### src/rtl/ldst_dataio_queue.sv
// -----------------------------------------------------------------------------
// ldst_dataio_queue
//
// In-order request queue between execute port 3 (DATAIO) and the data
// memory/MMU port. Requests are buffered in a P_DEPTH-entry FIFO. The head
// entry is offered to memory while fewer than P_OUTSTANDING requests are in
// flight. Memory responses arrive in issue order and are handed back to the
// execute port as a one-cycle oEXE_VALID pulse.
//
// Ports:
//   iCLOCK, inRESET          clock, synchronous active-low reset
//   iEXE_*  / oEXE_BUSY      request side from execute (push unless busy)
//   oEXE_VALID / oEXE_DATA   registered response pulse and held load data
//   oMEM_*  / iMEM_BUSY      head-entry request to memory (issue unless busy)
//   iMEM_VALID / iMEM_DATA   in-order memory responses
//   oQUEUE_EMPTY             no queued and no in-flight requests
//   oERR_UNEXPECTED          sticky flag: response arrived with none in flight
//   oPERF_STALL_CNT          cycles oMEM_REQ was held off by iMEM_BUSY
//
// Optional feature macro: LDST_DATAIO_QUEUE_STALL_CNT_EN
//   defined   -> saturating 32-bit stall counter drives oPERF_STALL_CNT
//   undefined -> oPERF_STALL_CNT is tied to zero
// -----------------------------------------------------------------------------
module ldst_dataio_queue #(
    parameter int P_DEPTH       = 4,
    parameter int P_DEPTH_N     = 2,
    parameter int P_OUTSTANDING = 2
) (
    input  logic        iCLOCK,
    input  logic        inRESET,
    // execute side
    input  logic        iEXE_REQ,
    output logic        oEXE_BUSY,
    input  logic        iEXE_RW,
    input  logic [1:0]  iEXE_ORDER,
    input  logic [3:0]  iEXE_MASK,
    input  logic [13:0] iEXE_TID,
    input  logic [1:0]  iEXE_MMUMOD,
    input  logic [31:0] iEXE_PDT,
    input  logic [31:0] iEXE_ADDR,
    input  logic [31:0] iEXE_DATA,
    output logic        oEXE_VALID,
    output logic [31:0] oEXE_DATA,
    // memory side
    output logic        oMEM_REQ,
    input  logic        iMEM_BUSY,
    output logic        oMEM_RW,
    output logic [1:0]  oMEM_ORDER,
    output logic [3:0]  oMEM_MASK,
    output logic [13:0] oMEM_TID,
    output logic [1:0]  oMEM_MMUMOD,
    output logic [31:0] oMEM_PDT,
    output logic [31:0] oMEM_ADDR,
    output logic [31:0] oMEM_DATA,
    input  logic        iMEM_VALID,
    input  logic [31:0] iMEM_DATA,
    // status
    output logic        oQUEUE_EMPTY,
    output logic        oERR_UNEXPECTED,
    output logic [31:0] oPERF_STALL_CNT
);

    typedef struct packed {
        logic        rw;
        logic [1:0]  order;
        logic [3:0]  mask;
        logic [13:0] tid;
        logic [1:0]  mmumod;
        logic [31:0] pdt;
        logic [31:0] addr;
        logic [31:0] data;
    } req_t;

    localparam logic [P_DEPTH_N:0]   L_DEPTH       = (P_DEPTH_N+1)'(P_DEPTH);
    localparam logic [P_DEPTH_N:0]   L_CNT_ONE     = (P_DEPTH_N+1)'(1);
    localparam logic [P_DEPTH_N-1:0] L_PTR_ONE     = P_DEPTH_N'(1);
    localparam logic [2:0]           L_OUTSTANDING = 3'(P_OUTSTANDING);

    req_t                 fifo [P_DEPTH];
    req_t                 push_entry;
    req_t                 head;
    logic [P_DEPTH_N-1:0] wr_ptr;
    logic [P_DEPTH_N-1:0] rd_ptr;
    logic [P_DEPTH_N:0]   count;
    logic [2:0]           outstanding;
    logic                 push;
    logic                 issue;
    logic                 resp_ok;

    assign push_entry = '{rw: iEXE_RW, order: iEXE_ORDER, mask: iEXE_MASK,
                          tid: iEXE_TID, mmumod: iEXE_MMUMOD, pdt: iEXE_PDT,
                          addr: iEXE_ADDR, data: iEXE_DATA};

    assign oEXE_BUSY    = (count == L_DEPTH);
    // Issue depends only on registered count, so a freshly pushed entry
    // cannot reach memory before the following cycle.
    assign oMEM_REQ     = (count != '0) && (outstanding < L_OUTSTANDING);
    assign oQUEUE_EMPTY = (count == '0) && (outstanding == '0);

    assign push    = iEXE_REQ && !oEXE_BUSY;
    assign issue   = oMEM_REQ && !iMEM_BUSY;
    assign resp_ok = iMEM_VALID && (outstanding != '0);

    assign head        = fifo[rd_ptr];
    assign oMEM_RW     = head.rw;
    assign oMEM_ORDER  = head.order;
    assign oMEM_MASK   = head.mask;
    assign oMEM_TID    = head.tid;
    assign oMEM_MMUMOD = head.mmumod;
    assign oMEM_PDT    = head.pdt;
    assign oMEM_ADDR   = head.addr;
    assign oMEM_DATA   = head.data;

    // NOTE: the payload array has no reset; validity is tracked entirely by
    // the pointers and count, so clearing it would only cost reset fan-out.
    always_ff @(posedge iCLOCK) begin
        if (push) begin
            fifo[wr_ptr] <= push_entry;
        end
    end

    // NOTE: all sequential state uses non-blocking assignments so every
    // register samples the pre-edge values regardless of statement order.
    always_ff @(posedge iCLOCK) begin
        if (!inRESET) begin
            wr_ptr          <= '0;
            rd_ptr          <= '0;
            count           <= '0;
            outstanding     <= '0;
            oEXE_VALID      <= 1'b0;
            oEXE_DATA       <= '0;
            oERR_UNEXPECTED <= 1'b0;
        end else begin
            if (push) begin
                wr_ptr <= wr_ptr + L_PTR_ONE;
            end
            if (issue) begin
                rd_ptr <= rd_ptr + L_PTR_ONE;
            end

            unique case ({push, issue})
                2'b10:   count <= count + L_CNT_ONE;
                2'b01:   count <= count - L_CNT_ONE;
                default: count <= count;
            endcase

            unique case ({issue, resp_ok})
                2'b10:   outstanding <= outstanding + 3'd1;
                2'b01:   outstanding <= outstanding - 3'd1;
                default: outstanding <= outstanding;
            endcase

            // Stores pulse too; oEXE_DATA otherwise holds the last response.
            oEXE_VALID <= resp_ok;
            if (resp_ok) begin
                oEXE_DATA <= iMEM_DATA;
            end

            if (iMEM_VALID && (outstanding == '0)) begin
                oERR_UNEXPECTED <= 1'b1;
            end
        end
    end

`ifdef LDST_DATAIO_QUEUE_STALL_CNT_EN
    logic [31:0] stall_cnt;

    always_ff @(posedge iCLOCK) begin
        if (!inRESET) begin
            stall_cnt <= '0;
        end else if (oMEM_REQ && iMEM_BUSY && (stall_cnt != '1)) begin
            stall_cnt <= stall_cnt + 32'd1;
        end
    end

    assign oPERF_STALL_CNT = stall_cnt;
`else
    assign oPERF_STALL_CNT = 32'h0;
`endif

endmodule

### config.mk
export PLATFORM = sky130hd
export DESIGN_NAME = ldst_dataio_queue
export DESIGN_NICKNAME = d
export VERILOG_FILES = /design/src/rtl/ldst_dataio_queue.sv
export SDC_FILE = /design/constraint.sdc
export NUM_CORES = 1
export LEC_CHECK = 0
export ABC_CLOCK_PERIOD_IN_PS = 5100
export CAP_MARGIN = 20
export CORE_MARGIN = 10
export CORE_UTILIZATION = 30
export DETAILED_ROUTE_END_ITERATION = 10
export GPL_ROUTABILITY_DRIVEN = 0
export HOLD_SLACK_MARGIN = 0.12
export PLACE_DENSITY = 0.61
export SLEW_MARGIN = 20
export SYNTH_ARGS = -nofsm -noshare
export SYNTH_HDL_FRONTEND = slang
export SYNTH_SLANG_ARGS = --single-unit
### constraint.sdc
create_clock -name iCLOCK -period 5.1 [get_ports iCLOCK]
set_input_delay 0.51 -clock iCLOCK [delete_from_list [all_inputs] [get_ports iCLOCK]]
set_output_delay 0.51 -clock iCLOCK [all_outputs]
set_load 0.03 [all_outputs]
---- After elaboration in Yosys (flattened, before gate mapping) ----
Memory sizes are Yosys's and may differ from the RTL's. A register that Yosys moved wholly into a read port is not among the register bits.
Index checks and enable logic that the tools add are counted.
word-level totals
  input port bits ......................... 156
  memories ................................ 1
  word-level logic and storage cells ...... 40
  register bits ........................... 44
  bits in writable memories ............... 476
  output and inout bits ................... 188
operators by class
  reduce and logical (&&, ||, !) cells .... 14
  order comparisons ....................... 1
  mux-type cells .......................... 6
  add/sub/neg operators ................... 6
  equal/unequal tests ..................... 5
memories
  memory  words  width  rd ports  clocked after memory_dff  write ports  line  source
  fifo    4      119    1         1                         1            79    req_t fifo [P_DEPTH];
operators by type and width
  operator                                                               number
  3-bit case mux with 2 select lines                                     2
  3-bit by 1-bit adder with 3-bit output, second input constant          2
  1-bit logical AND                                                      6
  3-bit logical NOT                                                      2
  3-bit nonzero test                                                     2
  3-bit by 1-bit subtractor with 3-bit output, second input constant     2
  2-bit by 1-bit adder with 2-bit output, second input constant          2
  2-bit by 1-bit equality test with 1-bit output, second input constant  2
  2-bit equality test, second input constant                             2
  2-bit two-way mux                                                      2
  2-bit nonzero test                                                     2
  3-bit equality test, second input constant                             1
  3-bit by 2-bit < comparator with 1-bit output, second input constant   1
  1-bit logical NOT                                                      2
  1-bit two-way mux                                                      2

---- Depth between registers and ports, before layout ----
Gate-level depths: netlist of run 1.
  depth in word-level cells ............... 5
  depth in mapped cells ................... 10
  gate-level depth less buffers ........... 9

---- Least setup slack after synthesis of run 1 ----
Ideal clock, no wire load.
  kind .................................... register to register
  start ................................... register count[2]
  end ..................................... memory fifo[0][0] in the netlist's numbering (enable)
  arrival ................................. 3.618 ns
  clock period less this slack ............ 4.110 ns
  path buffers ............................ 0
  setup slack ............................. 0.990 ns
  data required time ...................... 4.608 ns
  cell stages (with the launch flop) ...... 4
  library setup time ...................... 0.492 ns
  cells stage by stage .................... dfxtp_1 nor3b_1 nor2_1 and2_1
between the ends
  longest elaborated chain between the ends .. 5
RTL lines
  element                                  line  source
  from (decl)                              84    logic [P_DEPTH_N:0] count;
  from (signal assigned)                   142   2'b10: count <= count + L_CNT_ONE;
  from (signal assigned)                   143   2'b01: count <= count - L_CNT_ONE;
  from (signal assigned)                   144   default: count <= count;
  3-bit equality test                      94    assign oEXE_BUSY = (count == L_DEPTH);
  named net oEXE_BUSY                      33    output logic oEXE_BUSY,
  1-bit logical NOT                        100   assign push = iEXE_REQ && !oEXE_BUSY;
  1-bit logical AND                        100
  1-bit two-way mux                        117   if (push) begin
  1-bit two-way mux (not written as such)  118   fifo[wr_ptr] <= push_entry;
  to (decl)                                79
The timed path passes the listed nets, and every way through them passes these cells.

==> results of run 1 <==
[layout make-up]
cell class / count / share of cell area [%]
Clock buffer: 74 / 5.91
Clock inverter: 27 / 1.28
Inverter: 13 / 0.194
Multi-Input combinational cell: 303 / 14.6
Sequential cell: 522 / 60.5
Tap cell: 855 / 4.25
Timing Repair Buffer: 329 / 13.2
[worst paths after layout]
kind	start	end	slack, ns	cells after the start
max	register	oMEM_PDT[25]	1.34	3
min	oEXE_DATA[30]	oEXE_DATA[30]	0.46	2
max reg2reg	count[2]	fifo[3][46]	2.66	4
min reg2reg	oEXE_DATA[30]	oEXE_DATA[30]	0.46	2
[state kept, by name, indices dropped and copies added (netlist names), named ones only]
name	cells
oERR_UNEXPECTED	1
rd_ptr	2
outstanding	3
wr_ptr	2
oEXE_DATA	32
count	3
fifo	476
oEXE_VALID	1
[per-layer routing]
metal | vias up | share of wire, % | wire length (um) | GRT usage [%]
met5 | - | 0.048 | 21 | 0
met1 | 4859 | 41 | 17700 | 13.9
met3 | 56 | 7.1 | 3110 | 3.78
li1 | 4222 | - | - | -
met2 | 248 | 51 | 22000 | 19.2
met4 | 4 | 1.6 | 702 | 2.54
[synthesized netlist by cell type, types with 9 or more instances]
cell | count | share of area, %
edfxtp_1 | 476 | 74
mux4_2 | 119 | 14
dfxtp_1 | 46 | 4.8
nand2_1 | 36 | 0.70
buf_4 | 35 | 1.4
nand3_1 | 32 | 0.83
o21ai_0 | 31 | 0.80
buf_2 | 17 | 0.44
buf_6 | 15 | 0.87
inv_1 | 12 | 0.23
nor2_1 | 9 | 0.17
[worst register-to-register path, stage by stage (launching register included)]
cell and delay (ns):
dfxtp_1 0.33, nor3b_1 0.18, nor2_1 0.34, and2_4 0.81, buf_4 0.45
[cells by family (layout without fill, tap and decap cells)]
group / after synthesis / count (layout)
mux: 123 / 123
buf+inv: 86 / 443
compound gates: 42 / 42
simple gates: 94 / 94
flops: 522 / 522
other cells: 1 / 32
xor+xnor: 4 / 4
fa+ha+maj: 8 / 8
[through the flow]
step	setup slack, ns	hold slack (ns)	instance area (um2)
after global placement	1.86	0.447	23300
after global routing	1.09	0.454	25200
after floorplan	0.990	0.445	19500
after detailed placement	1.88	0.452	23300
after CTS	1.21	0.419	25200
final	1.34	0.461	25200
[power by group through the flow]
| stage | Combinational [mW] | Clock, mW | Sequential, mW |
|---|---|---|---|
| floorplan | 2.50 | 0 | 5.44 |
| global placement | 4.00 | 0 | 5.45 |
| detailed placement | 4.00 | 0 | 5.47 |
| CTS | 4.01 | 4.10 | 5.38 |
| global route | 4.15 | 4.28 | 5.42 |
| finish | 3.92 | 3.96 | 5.36 |
==> run summary, run 1 <==
Outcome: finished clean
Number of max-cap violations: 0
Post-route ant nets: 0
Synth unique cells: 28
First DRT Iteration DRCs: 526
CTS tree: done
Setup TNS: 0 ns
Clock Pin Slew Worst Setup and Hold Paths: 0.06 ns
IO Pins: 344
Psw: 4.01 mW
HP Class: register to register
Setup Crit Path Kind: register to primary output
Initial antenna violation count: 3
Buffers on Ports: 311
Synth async-reset ratio: 0%
Final Critical Period: 3.76 ns
CP Launch Type: register
Vias in the first global route: 10337
Die footprint: 75100 um2
Crit-path max FO: 40
FF+latch area: 15200 um2
Leading cell types in the layout, fill and taps excluded: 476 x edfxtp_1, 310 x clkdlybuf4s50_1, 119 x mux4_2
Routed wire length: 43.5 mm
Max-slew headroom at the worst pin: 35.0%
Most common cell after layout, fill and taps aside: edfxtp_1
Total track usage: 11.3%
Initial Util: 30.2%
Least-Margin Pin Slew: 0.975 ns
Area grow syn2layout: 30.0%
Mapped cell area: 19400 um2
GRT overflow: 0
Fmax: 266 MHz
Global-route wire length before repair: 65.0 mm
ANT cells: 0
Crit share post-route: 73.8%
Multi-input logic area: 3670 um2
Clk_skew: 0.0105 ns
Critical path capture point type: primary output
Top cell family by delay on the critical path: buffers and inverters
Largest family of logic cells by synthesized area: multiplexers
DRT Pass-1 Iters: 5
Clk pwr share: 29.9%
Critical path cell sequence: buf_4 > mux4_2 > clkdlybuf4s50_1
Number of fill cells: 5738
Post-synth top flop: edfxtp_1
Critical path arrival: 3.25 ns
Synthesized netlist cell count: 880
Synth warnings: 0
Sequential share of power: 40.5%
Mux contribution to synthesized area: 14.1%
Pwr per Cell Area: 526 nW/um2
Post-synthesis xor/xnor area fraction: 0.181%
Final core utilization: 39.2%
Core ar.: 64100 um2
Pins Over Slew Limit: 0
Leakage: 7.99 nW
Sequential area share after synthesis: 78.6%
Flops & latches, synth: 522
Synth Area in Adders: 0.595%
Final setup viols: 0
Crit path buffers/inverters: 2
CTS Buf Count: 55
RSZ-0062 raised after global routing: no
Insertion delay to the later sink of the worst-skew pair: 0.58 ns
Total Power: 13.2 mW
Placed cells: 2022
H-tree levels: 2
Drt wl/cell: 20.5 um
Vias per cell: 4.42
Largest net degree at the start of global routing: 72
DRC: 0
Nets: 1388
Post-Layout Cell Count: 2123
Avg Inst Size Synth: 22.0 um2
Worst path max stage delay: 0.94 ns
Root Buffer: clkbuf_16
CTS Hold Buffers Added: 0
Max clock buf depth: 3
Final Hold Fails: 0
Detailed-route via count: 9389
Die width: 274 um
Simple-Gate Fraction of Synth Area: 2.31%
Die height: 274 um
Rows: 93
Post-synth EDFFs: 476
Post-CTS sizing: 0
Hpwl dp: 27.5 mm
Crit-path slowest cell: dfxtp_4
Combinational Power Share: 29.6%
CTS Sinks: 522
Internal Power: 9.22 mW
Synth Area in Compound Gates: 1.17%
Peak VDD IR: 0.273 mV
CP Data Required Time: 4.59 ns
Share of cells above drive strength 1: 17.7%
Postcts setup bufs: 0
Switching Fraction: 30.3%
No activity file was read; power rests on OpenSTA's default activity.
==> run 2: changes to the inputs <==
Settings changed: ABC_CLOCK_PERIOD_IN_PS 5100 to 3600.
Clock period 5.1 ns to 3.6 ns, I/O delays scaled along.
==> run summary, run 2 (synthesis results as in run 1) <==
Crit share post-route: 87.4%
Design Area, Final: 25200 um2 (about the same)
Final Hold Fails: 0 (unchanged)
Worst R2R Setup Slack: 1.18 ns (was 2.66 ns)
Post-CTS sizing: 0 (unchanged)
Largest net degree at the start of global routing: 66 (was 72)
Setup Crit Path Kind: register to primary output (unchanged)
Outcome: finished clean (unchanged)
Initial antenna violation count: 6 (was 3)
ANT cells: 0 (unchanged)
Most common cell after layout, fill and taps aside: edfxtp_1 (unchanged)
Least-Margin Pin Slew: 0.682 ns (was 0.975 ns)
Root Buffer: clkbuf_16 (unchanged)
Drt wl/cell: 20.4 um (was 20.5 um)
CTS tree: done (unchanged)
Max reg flops: 476 (unchanged)
Buffers on Ports: 311 (unchanged)
Postcts setup bufs: 0 (unchanged)
Clock Pin Slew Worst Setup and Hold Paths: 0.06 ns (about the same)
Total track usage: 11.2% (was 11.3%)
Pre-CTS setup slack: 0.936 ns (was 1.88 ns)
Leading cell types in the layout, fill and taps excluded: 476 x edfxtp_1, 310 x clkdlybuf4s50_1, 119 x mux4_2 (unchanged)
H-tree levels: 2 (unchanged)
First DRT Iteration DRCs: 632 (was 526)
Area grow syn2layout: 30.0% (about the same)
Critical path arrival: 2.79 ns (was 3.25 ns)
Clk_skew: 0.0137 ns (was 0.0105 ns)
Detailed-route via count: 9475 (was 9389)
IO Pins: 344 (unchanged)
Initial Util: 30.2% (unchanged)
Hpwl dp: 27.8 mm (was 27.5 mm)
Pwr per Cell Area: 739 nW/um2 (was 526 nW/um2)
Crit-path max FO: 44 (was 40)
Critical path capture point type: primary output (unchanged)
Final setup viols: 0 (unchanged)
Largest Register: fifo (unchanged)
Rows: 93 (unchanged)
CP Launch Type: register (unchanged)
Max clock buf depth: 3 (unchanged)
Leakage: 7.99 nW (about the same)
Max-slew headroom at the worst pin: 54.2% (was 35.0%)
CTS Sinks: 522 (unchanged)
Insertion delay to the later sink of the worst-skew pair: 0.58 ns (about the same)
DRC: 0 (unchanged)
Vias per cell: 4.47 (was 4.42)
GRT overflow: 0 (unchanged)
Die height: 274 um (unchanged)
Fmax: 318 MHz
Setup TNS: 0 ns (unchanged)
Peak VDD IR: 0.429 mV (was 0.273 mV)
CTS Hold Buffers Added: 0 (unchanged)
Number of max-cap violations: 0 (unchanged)
Share of cells above drive strength 1: 17.8% (was 17.7%)
Final Critical Period: 3.15 ns
Core ar.: 64100 um2 (unchanged)
Largest regs: fifo (476), oEXE_DATA (32) (unchanged)
DRT Pass-1 Iters: 5 (unchanged)
Post-route ant nets: 0 (unchanged)
Pins Over Slew Limit: 0 (unchanged)
Setup WS post-layout: 0.453 ns (was 1.34 ns)
CTS Buf Count: 55 (unchanged)
Routed wire length: 43.3 mm (was 43.5 mm)
Nets: 1388 (unchanged)
Global-route wire length before repair: 64.2 mm (was 65.0 mm)
CP Data Required Time: 3.24 ns (was 4.59 ns)
Number of fill cells: 5726 (was 5738)
Die width: 274 um (unchanged)
Placed cell area: 23400 um2 (was 23300 um2)
HP Class: input port to register (was register to register)
Die footprint: 75100 um2 (unchanged)
RSZ-0062 raised after global routing: no (unchanged)
Vias in the first global route: 10200 (was 10337)
==> run 2: changes by cell type in the layout (fill, tap and decap cells not counted), moves of 2 or more <==
cell      before  now
clkinv_8       0    2
clkinv_1       8   10
clkinv_2       4    8
buf_12         7   12
clkinv_4       4    2
clkbuf_1      15    8
buf_4         11    6
==> run 2: per-stage QoR <==
step                      hold slack [ns]  std cells  power (mW)  utilization (%)
after floorplan                     0.445        911        11.2                -
after global placement              0.447       2022        13.4             36.5
after detailed placement            0.451       2022        13.4             36.5
after CTS                           0.201       2118        19.0             39.2
after global routing                0.245       2118        19.5             39.2
final                               0.238       2118        18.6             39.2
==> run 2: metal layers <==
metal	up-vias	track usage (%)	share of wire [%]
met1	4904	14.0	41
li1	4204	-	-
met5	-	0	0.13
met2	290	18.2	48
met3	67	4.43	8.7
met4	10	2.73	1.7
==> run 2: worst max-delay path, cell delays in order (launching register included) <==
cell	delay [ns]
dfxtp_4	0.55
buf_12	0.34
mux4_2	0.59
clkdlybuf4s50_1	0.64
==> run 2: area by class of cell <==
cell class | instances | area, um2 | area share, %
clock buffer | 66 | 1450 | 5.75
clock inverter | 30 | 308 | 1.22
inverter | 13 | 48.8 | 0.194
sequential | 522 | 15200 | 60.5
tap | 855 | 1070 | 4.25
timing repair buffer | 329 | 3390 | 13.5
multi-input combinational | 303 | 3670 | 14.6
==> run 2: path summary, 6_finish.rpt <==
kind                      start        endpoint  cells after the start
setup / recovery       register    oMEM_DATA[1]                      3
hold / removal          inRESET    oEXE_DATA[1]                      3
setup reg to reg       count[0]  outstanding[2]                      9
hold reg to reg   oEXE_DATA[30]   oEXE_DATA[30]                      2
==> run 2: power by group <==
group,switching (mW),total [mW],internal (mW)
clock network,2.24,5.46,3.22
logic,3.17,5.67,2.50
registers,0.234,7.47,7.24
total,5.65,18.6,13.0
==> run 3: changes to the inputs <==
Settings changed: PLACE_DENSITY 0.61 to not set.
==> run summary, run 3 (synthesis results as in run 1) <==
Pwr per Cell Area: 746 nW/um2 (was 739 nW/um2)
Root Buffer: clkbuf_16 (unchanged)
DRC: 0 (unchanged)
CTS Buf Count: 55 (unchanged)
HP Class: input port to register (unchanged)
Fmax: 310 MHz (was 318 MHz)
Critical path cell sequence: buf_4 > mux4_2 > clkdlybuf4s50_1 (was buf_12 > mux4_2 > clkdlybuf4s50_1)
Combinational Power Share: 30.4% (was 30.5%)
Most common cell after layout, fill and taps aside: edfxtp_1 (unchanged)
Final Critical Period: 3.22 ns (was 3.15 ns)
CP Data Required Time: 3.24 ns (about the same)
Leading cell types in the layout, fill and taps excluded: 476 x edfxtp_1, 310 x clkdlybuf4s50_1, 119 x mux4_2 (unchanged)
Largest net degree at the start of global routing: 72 (was 66)
IO Pins: 344 (unchanged)
GRT overflow: 0 (unchanged)
Critical path capture point type: primary output (unchanged)
Initial antenna violation count: 5 (was 6)
Vias in the first global route: 10302 (was 10200)
Max clock buf depth: 3 (unchanged)
Internal Power: 13.1 mW (was 13.0 mW)
Post-route ant nets: 0 (unchanged)
Postcts setup bufs: 0 (unchanged)
Largest Register: fifo (unchanged)
Placed cell area: 23500 um2 (was 23400 um2)
Levels on crit path: 3 (unchanged)
Crit path buffers/inverters: 2 (unchanged)
Die footprint: 75100 um2 (unchanged)
RSZ-0062 raised after global routing: no (unchanged)
Die width: 274 um (unchanged)
Top cell family by delay on the critical path: buffers and inverters (unchanged)
CP Launch Type: register (unchanged)
Crit-path slowest cell: dfxtp_4 (was clkdlybuf4s50_1)
Routed wire length: 43.5 mm (was 43.3 mm)
Worst R2R Setup Slack: 1.12 ns (was 1.18 ns)
CTS Sinks: 522 (unchanged)
Design Area, Final: 25300 um2 (was 25200 um2)
Buffers on Ports: 311 (unchanged)
FF+latch area: 15200 um2 (unchanged)
Detailed-route via count: 9479 (was 9475)
Clk pwr share: 29.9% (was 29.3%)
Critical path arrival: 2.86 ns (was 2.79 ns)
Insertion delay to the later sink of the worst-skew pair: 0.60 ns (was 0.58 ns)
Crit-path max FO: 21 (was 44)
Share of cells above drive strength 1: 18.5% (was 17.8%)
Number of fill cells: 5749 (was 5726)
Crit share post-route: 89.5% (was 87.4%)
Least-Margin Pin Slew: 0.743 ns (was 0.682 ns)
Final Hold Fails: 0 (unchanged)
Pins Over Slew Limit: 0 (unchanged)
Final setup viols: 0 (unchanged)
Worst r2r path cells: 9 (unchanged)
Worst path max stage delay: 0.68 ns (was 0.64 ns)
H-tree levels: 2 (unchanged)
Number of max-cap violations: 0 (unchanged)
Max-slew headroom at the worst pin: 50.1% (was 54.2%)
Clk_skew: 0.0219 ns (was 0.0137 ns)
CTS Hold Buffers Added: 0 (unchanged)
Rows: 93 (unchanged)
Initial Util: 30.2% (unchanged)
Psw: 5.76 mW (was 5.65 mW)
Multi-input logic area: 3670 um2 (unchanged)
Peak VDD IR: 0.420 mV (was 0.429 mV)
CTS tree: done (unchanged)
Global-route wire length before repair: 65.3 mm (was 64.2 mm)
Leakage: 8.08 nW (was 7.99 nW)
Reg-to-reg endpoint: outstanding[2] (unchanged)
Total track usage: 11.4% (was 11.2%)
Die height: 274 um (unchanged)
Area grow syn2layout: 30.8% (was 30.0%)
Core ar.: 64100 um2 (unchanged)
Vias per cell: 4.44 (was 4.47)
Nets: 1397 (was 1388)
Hpwl dp: 28.5 mm (was 27.8 mm)
Switching Fraction: 30.5% (was 30.4%)
Clock Pin Slew Worst Setup and Hold Paths: 0.06 ns (about the same)
RR Startpoint: count[0] (unchanged)
Largest regs: fifo (476), oEXE_DATA (32) (unchanged)
Drt wl/cell: 20.4 um (about the same)
DRT Pass-1 Iters: 4 (was 5)
Setup Crit Path Kind: register to primary output (unchanged)
Outcome: finished clean (unchanged)
Crit path capture: oMEM_PDT[22] (was oMEM_DATA[1])
Setup TNS: 0 ns (unchanged)
Post-CTS sizing: 0 (unchanged)
Max reg flops: 476 (unchanged)
First DRT Iteration DRCs: 566 (was 632)
Sequential share of power: 39.7% (was 40.2%)
-- run 3: cell count changes in the layout (fill, tap and decap cells not counted), sizes merged --
cell,before,now
buf,19,28
diode,0,2
clkinv,22,28
inv,15,17
-- run 3: how the worst min path moves through the flow --
stage	from	to	slack (ns)	cells after the start
4_1_cts	inRESET	oEXE_DATA[27]	0.23	3
2_1_floorplan	rd_ptr[1]	register	0.45	2
5_1_grt	iMEM_DATA[27]	oEXE_DATA[27]	0.28	3
6_report	inRESET	oEXE_DATA[27]	0.27	3
3_3_place_gp	oEXE_DATA[27]	oEXE_DATA[27]	0.44	2
3_5_place_dp	oEXE_DATA[30]	oEXE_DATA[30]	0.45	2
-- run 3: worst min-delay path, delay by kind of cell --
| family | cells | cell delay, ns |
|---|---|---|
| AOI/OAI and AO/OA | 1 | 0.05 |
| buffers and inverters | 1 | 0.28 |
| and+or+nand+nor | 1 | 0.14 |
-- run 3: stage by stage --
| step | util (%) | hold slack, ns | cells | setup slack [ns] | power (mW) |
|---|---|---|---|---|---|
| after floorplan | - | 0.445 | 911 | 0.771 | 11.2 |
| after global placement | 36.6 | 0.442 | 2031 | 0.956 | 13.4 |
| after detailed placement | 36.6 | 0.453 | 2031 | 0.929 | 13.5 |
| after CTS | 39.5 | 0.225 | 2135 | 0.247 | 19.2 |
| after global routing | 39.5 | 0.278 | 2136 | 0.201 | 19.7 |
| final | 39.5 | 0.274 | 2137 | 0.378 | 18.9 |
-- run 3: power groups by stage --
stage | sequential [mW] | clock, mW | combinational (mW)
2_1_floorplan | 7.67 | 0 | 3.55
5_1_grt | 7.55 | 6.09 | 6.09
6_report | 7.49 | 5.65 | 5.74
4_1_cts | 7.51 | 5.82 | 5.88
3_3_place_gp | 7.60 | 0 | 5.84
3_5_place_dp | 7.63 | 0 | 5.86
-- run 3: layout make-up --
| class | count | share of cell area (%) |
|---|---|---|
| antenna | 2 | 0.0198 |
| sequential | 522 | 60.1 |
| clock inverter | 38 | 1.35 |
| tap | 855 | 4.23 |
| clock buffer | 66 | 5.89 |
| multi-input combinational | 303 | 14.5 |
| inverter | 13 | 0.193 |
| timing repair buffer | 338 | 13.7 |
-- run 3: layer usage --
metal | GRT usage, % | routed length, um
met5 | 0 | 53
met4 | 3.11 | 784
met3 | 4.31 | 3620
met2 | 18.7 | 21500
met1 | 13.8 | 17500
